`src/rtl/zone_reader_pkg.sv`:
```
// Shared widths, packed-field positions and FSM encoding for the zone reader.
package zone_reader_pkg;

  localparam int H_W    = 11;
  localparam int V_W    = 10;
  localparam int HOR_W  = 2 * H_W;
  localparam int VERT_W = 2 * V_W;
  localparam int ZN     = 4;
  localparam int ZIDX_W = 2;

  // hor = {left, right}, vert = {top, bottom}
  localparam int HOR_L_MSB  = HOR_W - 1;
  localparam int HOR_L_LSB  = H_W;
  localparam int HOR_R_MSB  = H_W - 1;
  localparam int HOR_R_LSB  = 0;
  localparam int VERT_T_MSB = VERT_W - 1;
  localparam int VERT_T_LSB = V_W;
  localparam int VERT_B_MSB = V_W - 1;
  localparam int VERT_B_LSB = 0;

  typedef enum logic [1:0] {
    IDLE = 2'd0,
    SNAP = 2'd1,
    CALC = 2'd2,
    EMIT = 2'd3
  } state_t;

  function automatic logic [H_W-1:0] hor_left(input logic [HOR_W-1:0] h);
    return h[HOR_L_MSB:HOR_L_LSB];
  endfunction

  function automatic logic [H_W-1:0] hor_right(input logic [HOR_W-1:0] h);
    return h[HOR_R_MSB:HOR_R_LSB];
  endfunction

  function automatic logic [V_W-1:0] vert_top(input logic [VERT_W-1:0] v);
    return v[VERT_T_MSB:VERT_T_LSB];
  endfunction

  function automatic logic [V_W-1:0] vert_bottom(input logic [VERT_W-1:0] v);
    return v[VERT_B_MSB:VERT_B_LSB];
  endfunction

endpackage

```
`src/rtl/zone_centre.sv`:
```
// Combinational zone centre: occupancy test, midpoint, and origin-relative clamp.
module zone_centre
  import zone_reader_pkg::*;
(
  input  logic [H_W-1:0] l,
  input  logic [H_W-1:0] r,
  input  logic [V_W-1:0] t,
  input  logic [V_W-1:0] b,
  input  logic [H_W-1:0] xo,
  input  logic [V_W-1:0] yo,
  input  logic           cal,
  output logic           present,
  output logic [H_W-1:0] x,
  output logic [V_W-1:0] y
);

  function automatic logic [H_W-1:0] clamp_h(input logic signed [H_W+1:0] d);
    if (d < 0) return '0;
    return d[H_W-1:0];
  endfunction

  function automatic logic [V_W-1:0] clamp_v(input logic signed [V_W+1:0] d);
    if (d < 0) return '0;
    return d[V_W-1:0];
  endfunction

  logic        [H_W-1:0] cx;
  logic        [V_W-1:0] cy;
  logic signed [H_W+1:0] dx;
  logic signed [V_W+1:0] dy;

  // Sums carry one extra bit so wide zones near the right/bottom edge keep their MSB.
  assign cx = H_W'(({1'b0, l} + {1'b0, r}) >> 1);
  assign cy = V_W'(({1'b0, t} + {1'b0, b}) >> 1);
  assign dx = $signed({2'b00, cx}) - $signed({2'b00, xo});
  assign dy = $signed({2'b00, cy}) - $signed({2'b00, yo});

  assign present = (r > l) && (b > t);

  always_comb begin
    x = '0;
    y = '0;
    if (present) begin
      x = cal ? clamp_h(dx) : cx;
      y = cal ? clamp_v(dy) : cy;
    end
  end

endmodule

```
`src/rtl/zone_reader.sv`:
```
// Per-frame snapshot of four tracker zones, streamed as valid/ready records.
// Optional build macro: ZONE_SMOOTH_EN (per-zone two-tap coordinate smoothing).
module zone_reader
  import zone_reader_pkg::*;
#(
  parameter int SNAP_V = 600,
  parameter int SNAP_H = 0,
  parameter int NZ     = 4
) (
  input  logic              clk,
  input  logic              reset,
  input  logic [H_W-1:0]    hcount,
  input  logic [V_W-1:0]    vcount,
  input  logic              calibrated,
  input  logic [H_W-1:0]    xo,
  input  logic [V_W-1:0]    yo,
  input  logic [HOR_W-1:0]  hor1,
  input  logic [HOR_W-1:0]  hor2,
  input  logic [HOR_W-1:0]  hor3,
  input  logic [HOR_W-1:0]  hor4,
  input  logic [VERT_W-1:0] vert1,
  input  logic [VERT_W-1:0] vert2,
  input  logic [VERT_W-1:0] vert3,
  input  logic [VERT_W-1:0] vert4,
  input  logic              out_ready,
  output logic              out_valid,
  output logic [ZIDX_W-1:0] out_zone,
  output logic              out_present,
  output logic [H_W-1:0]    out_x,
  output logic [V_W-1:0]    out_y,
  output logic              frame_done,
  output logic              overrun
);

  localparam logic [ZIDX_W-1:0] LAST_IDX = ZIDX_W'(NZ - 1);

  state_t              state, nstate;
  logic                trig_p0, trig_p1, trig_edge;
  logic [ZIDX_W-1:0]   idx;
  logic                do_snap, do_calc, accept, last_rec;

  logic [HOR_W-1:0]    hor_p1  [ZN];
  logic [VERT_W-1:0]   vert_p1 [ZN];
  logic [H_W-1:0]      xo_p1;
  logic [V_W-1:0]      yo_p1;
  logic                cal_p1;

  logic [HOR_W-1:0]    sel_hor;
  logic [VERT_W-1:0]   sel_vert;
  logic                zc_present;
  logic [H_W-1:0]      zc_x, sm_x;
  logic [V_W-1:0]      zc_y, sm_y;

  assign trig_edge = trig_p0 & ~trig_p1;
  assign last_rec  = (idx == LAST_IDX);

  always_ff @(posedge clk) begin
    if (reset) state <= IDLE;
    else       state <= nstate;
  end

  always_comb begin
    nstate  = state;
    do_snap = 1'b0;
    do_calc = 1'b0;
    accept  = 1'b0;
    case (state)
      IDLE: if (trig_edge) nstate = SNAP;
      SNAP: begin
        do_snap = 1'b1;
        nstate  = CALC;
      end
      CALC: begin
        do_calc = 1'b1;
        nstate  = EMIT;
      end
      EMIT: if (out_valid && out_ready) begin
        accept = 1'b1;
        nstate = last_rec ? IDLE : CALC;
      end
      default: nstate = IDLE;
    endcase
  end

  // Stage p1: frame snapshot, selected zone routed into the centre calculator
  assign sel_hor  = hor_p1[idx];
  assign sel_vert = vert_p1[idx];

  zone_centre u_centre (
    .l       (hor_left(sel_hor)),
    .r       (hor_right(sel_hor)),
    .t       (vert_top(sel_vert)),
    .b       (vert_bottom(sel_vert)),
    .xo      (xo_p1),
    .yo      (yo_p1),
    .cal     (cal_p1),
    .present (zc_present),
    .x       (zc_x),
    .y       (zc_y)
  );

`ifdef ZONE_SMOOTH_EN
  function automatic logic [H_W-1:0] avg_h(input logic [H_W-1:0] a, input logic [H_W-1:0] b);
    return H_W'(({1'b0, a} + {1'b0, b}) >> 1);
  endfunction

  function automatic logic [V_W-1:0] avg_v(input logic [V_W-1:0] a, input logic [V_W-1:0] b);
    return V_W'(({1'b0, a} + {1'b0, b}) >> 1);
  endfunction

  logic [H_W-1:0] hx [ZN];
  logic [V_W-1:0] hy [ZN];
  logic [ZN-1:0]  hvalid;

  always_comb begin
    sm_x = zc_x;
    sm_y = zc_y;
    if (zc_present && hvalid[idx]) begin
      sm_x = avg_h(hx[idx], zc_x);
      sm_y = avg_v(hy[idx], zc_y);
    end
  end

  // Absent zones leave their history untouched.
  always_ff @(posedge clk) begin
    if (reset) begin
      for (int i = 0; i < ZN; i++) begin
        hx[i] <= '0;
        hy[i] <= '0;
      end
      hvalid <= '0;
    end else if (do_calc && zc_present) begin
      hx[idx]     <= sm_x;
      hy[idx]     <= sm_y;
      hvalid[idx] <= 1'b1;
    end
  end
`else
  assign sm_x = zc_x;
  assign sm_y = zc_y;
`endif

  // Stage p2: record registers held until the consumer accepts
  always_ff @(posedge clk) begin
    if (reset) begin
      trig_p0     <= 1'b0;
      trig_p1     <= 1'b0;
      idx         <= '0;
      for (int i = 0; i < ZN; i++) begin
        hor_p1[i]  <= '0;
        vert_p1[i] <= '0;
      end
      xo_p1       <= '0;
      yo_p1       <= '0;
      cal_p1      <= 1'b0;
      out_valid   <= 1'b0;
      out_zone    <= '0;
      out_present <= 1'b0;
      out_x       <= '0;
      out_y       <= '0;
      frame_done  <= 1'b0;
      overrun     <= 1'b0;
    end else begin
      trig_p0    <= (hcount == H_W'(SNAP_H)) && (vcount == V_W'(SNAP_V));
      trig_p1    <= trig_p0;
      frame_done <= accept && last_rec;
      if (trig_edge && (state != IDLE)) overrun <= 1'b1;
      if (do_snap) begin
        hor_p1[0]  <= hor1;
        hor_p1[1]  <= hor2;
        hor_p1[2]  <= hor3;
        hor_p1[3]  <= hor4;
        vert_p1[0] <= vert1;
        vert_p1[1] <= vert2;
        vert_p1[2] <= vert3;
        vert_p1[3] <= vert4;
        xo_p1      <= xo;
        yo_p1      <= yo;
        cal_p1     <= calibrated;
        idx        <= '0;
      end
      if (do_calc) begin
        out_valid   <= 1'b1;
        out_zone    <= idx;
        out_present <= zc_present;
        out_x       <= sm_x;
        out_y       <= sm_y;
      end
      if (accept) begin
        out_valid <= 1'b0;
        if (!last_rec) idx <= idx + 2'd1;
      end
    end
  end

endmodule

```
`config.mk`:
```
export PLATFORM = sky130hd
export DESIGN_NAME = zone_reader
export DESIGN_NICKNAME = d
export VERILOG_FILES = /design/src/rtl/zone_reader_pkg.sv /design/src/rtl/zone_centre.sv /design/src/rtl/zone_reader.sv
export SDC_FILE = /design/constraint.sdc
export NUM_CORES = 1
export LEC_CHECK = 0
export BUFFER_PORTS_ARGS = -buffer_cell sky130_fd_sc_hd__buf_2
export CAP_MARGIN = 20
export CELL_PAD_IN_SITES_DETAIL_PLACEMENT = 1
export CELL_PAD_IN_SITES_GLOBAL_PLACEMENT = 1
export CORE_ASPECT_RATIO = 1.75
export CORE_UTILIZATION = 40
export DETAILED_ROUTE_END_ITERATION = 8
export HOLD_SLACK_MARGIN = 0.15
export PLACE_DENSITY_LB_ADDON = 0.1
export REMOVE_ABC_BUFFERS = 1
export SYNTH_ARGS = -nofsm -noshare
export SYNTH_HDL_FRONTEND = slang
export SYNTH_SLANG_ARGS = --single-unit
```
`constraint.sdc`:
```
create_clock -name clk -period 7.3 [get_ports clk]
set_input_delay 0.365 -clock clk [delete_from_list [all_inputs] [get_ports clk]]
set_output_delay 0.365 -clock clk [all_outputs]
set_load 0.05 [all_outputs]
```
==> impl_metrics.json <==
{
  "cts_root_buffer": "sky130_fd_sc_hd__clkbuf_16",
  "layout_worst_path_cycle_share_pct": 70.3,
  "seq_power_share_pct": 43.5,
  "synth_area_leaders": "sky130_fd_sc_hd__edfxtp_1 43%, sky130_fd_sc_hd__dfxtp_1 9.5%, sky130_fd_sc_hd__and2_1 9.4%, sky130_fd_sc_hd__mux4_2 8.2%, sky130_fd_sc_hd__ha_1 6.9%",
  "synth_top_area_share_pct": 43.5,
  "floorplan.initialDensity_pct": 40.5,
  "tritoncts_num_sinks": 223,
  "synth_cells": 959,
  "drt-total-wl_microns": 32900,
  "maxClockFrequency_ghz": 0.195,
  "cpPeakStageDelay_ps": 810,
  "place_inst": 1539,
  "clk_pin_slew_worst_paths_ps": 60,
  "dieArea_sq_um": 29700,
  "std_cell_rows": 82,
  "critical-path-slowest-cell": "sky130_fd_sc_hd__dfxtp_4",
  "post-synth-top-area-cell": "sky130_fd_sc_hd__edfxtp_1",
  "grt_pass1_wl_microns": 49500,
  "cts_tree": "done",
  "timing.slew.headroom_pct": 28.4,
  "critical_path_class": "flop to flop",
  "insertion_delay_ps": 530,
  "grt_antenna_before_repair": 2,
  "power_leakage_nw": 6.49,
  "syn_area_sq_um": 11600,
  "synth_seq_area_share_pct": 53.0,
  "cts.repair.resized": 0,
  "final_cell_mix": "240 x sky130_fd_sc_hd__buf_2, 174 x sky130_fd_sc_hd__and2_1, 169 x sky130_fd_sc_hd__dlygate4sd3_1",
  "count_of_nets_after_finishing": 1637,
  "grt_setup_unrepaired": "false",
  "tightestPinTransition_ps": 1070,
  "finalSetupViolCount": 0,
  "chipHeight_microns": 227,
  "dieWidth_microns": 131,
  "power_density_nw_per_um2": 219,
  "vias": 8732,
  "ys_dominant_reg_cell": "sky130_fd_sc_hd__edfxtp_1",
  "end_kind": "flop",
  "drc_markers": 0,
  "crit_path_max_fanout": 32,
  "path_delay_family": "compound AO/OA/AOI/OAI gates",
  "outcome": "finished clean",
  "synth_edf_count": 168,
  "ys_warn_count": 0,
  "postCtsSetupRepairBufs": 0,
  "final_common_cell": "sky130_fd_sc_hd__buf_2",
  "number_of_buffers_created_by_cts": 23,
  "netSwitchingFraction_pct": 26.4,
  "p_int_mw": 2.52,
  "grt_max_degree": 117,
  "grt.total_usage_pct": 22.5,
  "grt_overflow": 0,
  "port-buffer-count": 240,
  "placeableCoreArea_sq_um": 28600,
  "place.gp.congestion": 0.827,
  "finish.cell_count_without_fillers": 1751,
  "power.net_switching_mw": 0.904,
  "synth-async-reset-ratio_pct": 0,
  "ant_nets": 0,
  "cts-hold-fix-buffers": 167,
  "p_clk_share_pct": 35.4,
  "crit_path_start_kind": "flop",
  "worstHoldPathType": "input port to flop",
  "detail_route.wl_per_cell_microns": 18.8,
  "post-dp-hpwl_microns": 22700,
  "finalWorstPathRequiredPeriod_ps": 5130,
  "cts_htree_levels": 1,
  "ratio_of_cells_with_drive_above_1_in_the_final_layout_pct": 24.7,
  "io_pins": 241,
  "dr.pass1.iters": 4,
  "post_synth.cell_area_avg_sq_um": 12.1,
  "timing.critical_path.required_ps": 7710,
  "p_comb_share_pct": 21.1,
  "path_cells": "mux4_2, ha_1, fa_1, nor2b_1, o21ai_0, a31oi_1, a21oi_1, o21bai_1, xnor2_1, inv_1, ha_1, a31oi_1, o21ai_0, a2bb2oi_2, inv_1, a32o_1, a31o_1",
  "ys_seq_elements": 223,
  "timing.critical_path.buf_inv": 2,
  "cp_arrival_ps": 5540,
  "maxcap_violations": 0,
  "area_delta_synth_final_pct": 34.6,
  "worst_clock_skew_ps": 11.3,
  "vdd_drop_max_mv": 0.165,
  "route.detailed.vias_per_inst": 4.99,
  "yosysUniqueCellTypes": 68,
  "setup_tns_ps": 0,
  "first_global_vias": 9676,
  "timing.final.max_slew_violations": 0,
  "finalHoldViolCount": 0,
  "cts-root-to-sink-buffers": 3,
  "drtIter0Drc": 359
}
==> flip-flops by register name, indices dropped and copies added, names as in the netlist, 2 cells and up <==
signal,flops
idx,2
out_zone,2
yo_p1,10
hor_p1,88
vert_p1,80
state,2
out_y,10
out_x,11
xo_p1,11
==> worst reg2reg max path, stage by stage, from the launching register on <==
cell and delay, ps:
sky130_fd_sc_hd__dfxtp_4 810, sky130_fd_sc_hd__mux4_2 640, sky130_fd_sc_hd__ha_1 240, sky130_fd_sc_hd__fa_1 410, sky130_fd_sc_hd__nor2b_1 160, sky130_fd_sc_hd__o21ai_0 240, sky130_fd_sc_hd__a31oi_1 160, sky130_fd_sc_hd__a21oi_1 180
sky130_fd_sc_hd__o21bai_1 90, sky130_fd_sc_hd__xnor2_1 320, sky130_fd_sc_hd__inv_1 100, sky130_fd_sc_hd__ha_1 360, sky130_fd_sc_hd__a31oi_1 220, sky130_fd_sc_hd__o21ai_0 240, sky130_fd_sc_hd__a2bb2oi_2 270, sky130_fd_sc_hd__inv_1 140
sky130_fd_sc_hd__a32o_1 260, sky130_fd_sc_hd__a31o_1 180
==> routing by layer <==
metal / GRT usage, % / vias to the layer above / share of wire [%] / wire (microns)
li1: - / 4225 / - / -
met1: 21.1 / 4221 / 34 / 11100
met2: 46.0 / 214 / 59 / 19300
met3: 2.61 / 72 / 3.5 / 1140
met4: 10.9 / 0 / 4.3 / 1420
met5: 0 / - / 0 / 0
==> Yosys cell counts, types with 9 or more instances <==
cell type	number
sky130_fd_sc_hd__dfxtp_1	55
sky130_fd_sc_hd__nor2_1	42
sky130_fd_sc_hd__o21ai_0	37
sky130_fd_sc_hd__nor3_1	9
sky130_fd_sc_hd__mux4_2	42
sky130_fd_sc_hd__edfxtp_1	168
sky130_fd_sc_hd__nand2_1	50
sky130_fd_sc_hd__and2_1	174
sky130_fd_sc_hd__nor2b_1	10
sky130_fd_sc_hd__xnor2_1	19
sky130_fd_sc_hd__inv_1	67
sky130_fd_sc_hd__clkbuf_1	29
sky130_fd_sc_hd__a21oi_1	28
sky130_fd_sc_hd__ha_1	64
sky130_fd_sc_hd__a22o_1	13
sky130_fd_sc_hd__xor2_1	11
sky130_fd_sc_hd__buf_2	12
==> layout make-up <==
type / instances / area [sq um]
Antenna cell: 2 / 5.00
Clock buffer: 26 / 597
Sequential cell: 223 / 6150
Inverter: 68 / 260
Multi-Input combinational cell: 625 / 5020
Clock inverter: 15 / 176
Fill cell: 3051 / 13000
Tap cell: 378 / 473
Timing Repair Buffer: 414 / 2930
==> stage by stage <==
step | cell area [sq um] | utilization, % | setup WS (ps) | hold WS, ps | power, mW
after floorplan | 11400 | - | 1660 | 430 | 1.97
after global placement | 13100 | 45.9 | 2250 | 433 | 2.16
after detailed placement | 13100 | 45.9 | 2110 | 438 | 2.17
after CTS | 15600 | 54.5 | 2100 | 151 | 3.47
after global routing | 15600 | 54.6 | 1720 | 154 | 3.58
final | 15600 | 54.6 | 2170 | 161 | 3.42
==> cells by family after synthesis <==
logic type / synth area share (%)
adders and majority gates: 7.59
AOI/OAI and AO/OA: 9.14
xor gates and xnor gates: 2.27
DFF: 53.0
buffers and inverters: 3.75
muxes: 8.52
and+or+nand+nor: 15.7
==> power groups by stage <==
stage	Sequential (mW)	Clock, mW	Combinational (mW)
after floorplan	1.52	0	0.447
after global routing	1.50	1.28	0.802
after CTS	1.49	1.25	0.728
final	1.49	1.21	0.722
after global placement	1.51	0	0.646
after detailed placement	1.52	0	0.658
==> worst paths after layout <==
check                                                   end  depth (start not counted)                  from  slack (ps)
worst max-delay path                  out_x[8]$_SDFFE_PP0P_                         17     idx[0]$_SDFF_PP0_        2170
worst min register to register         overrun$_SDFFE_PP0P_                          2  overrun$_SDFFE_PP0P_         460
worst min-delay path            vert_p1[3][9]$_SDFFCE_PN0P_                          2              vert4[9]         160
worst max register to register        out_x[8]$_SDFFE_PP0P_                         17     idx[0]$_SDFF_PP0_        2170
(Power assumes the default switching activity.)
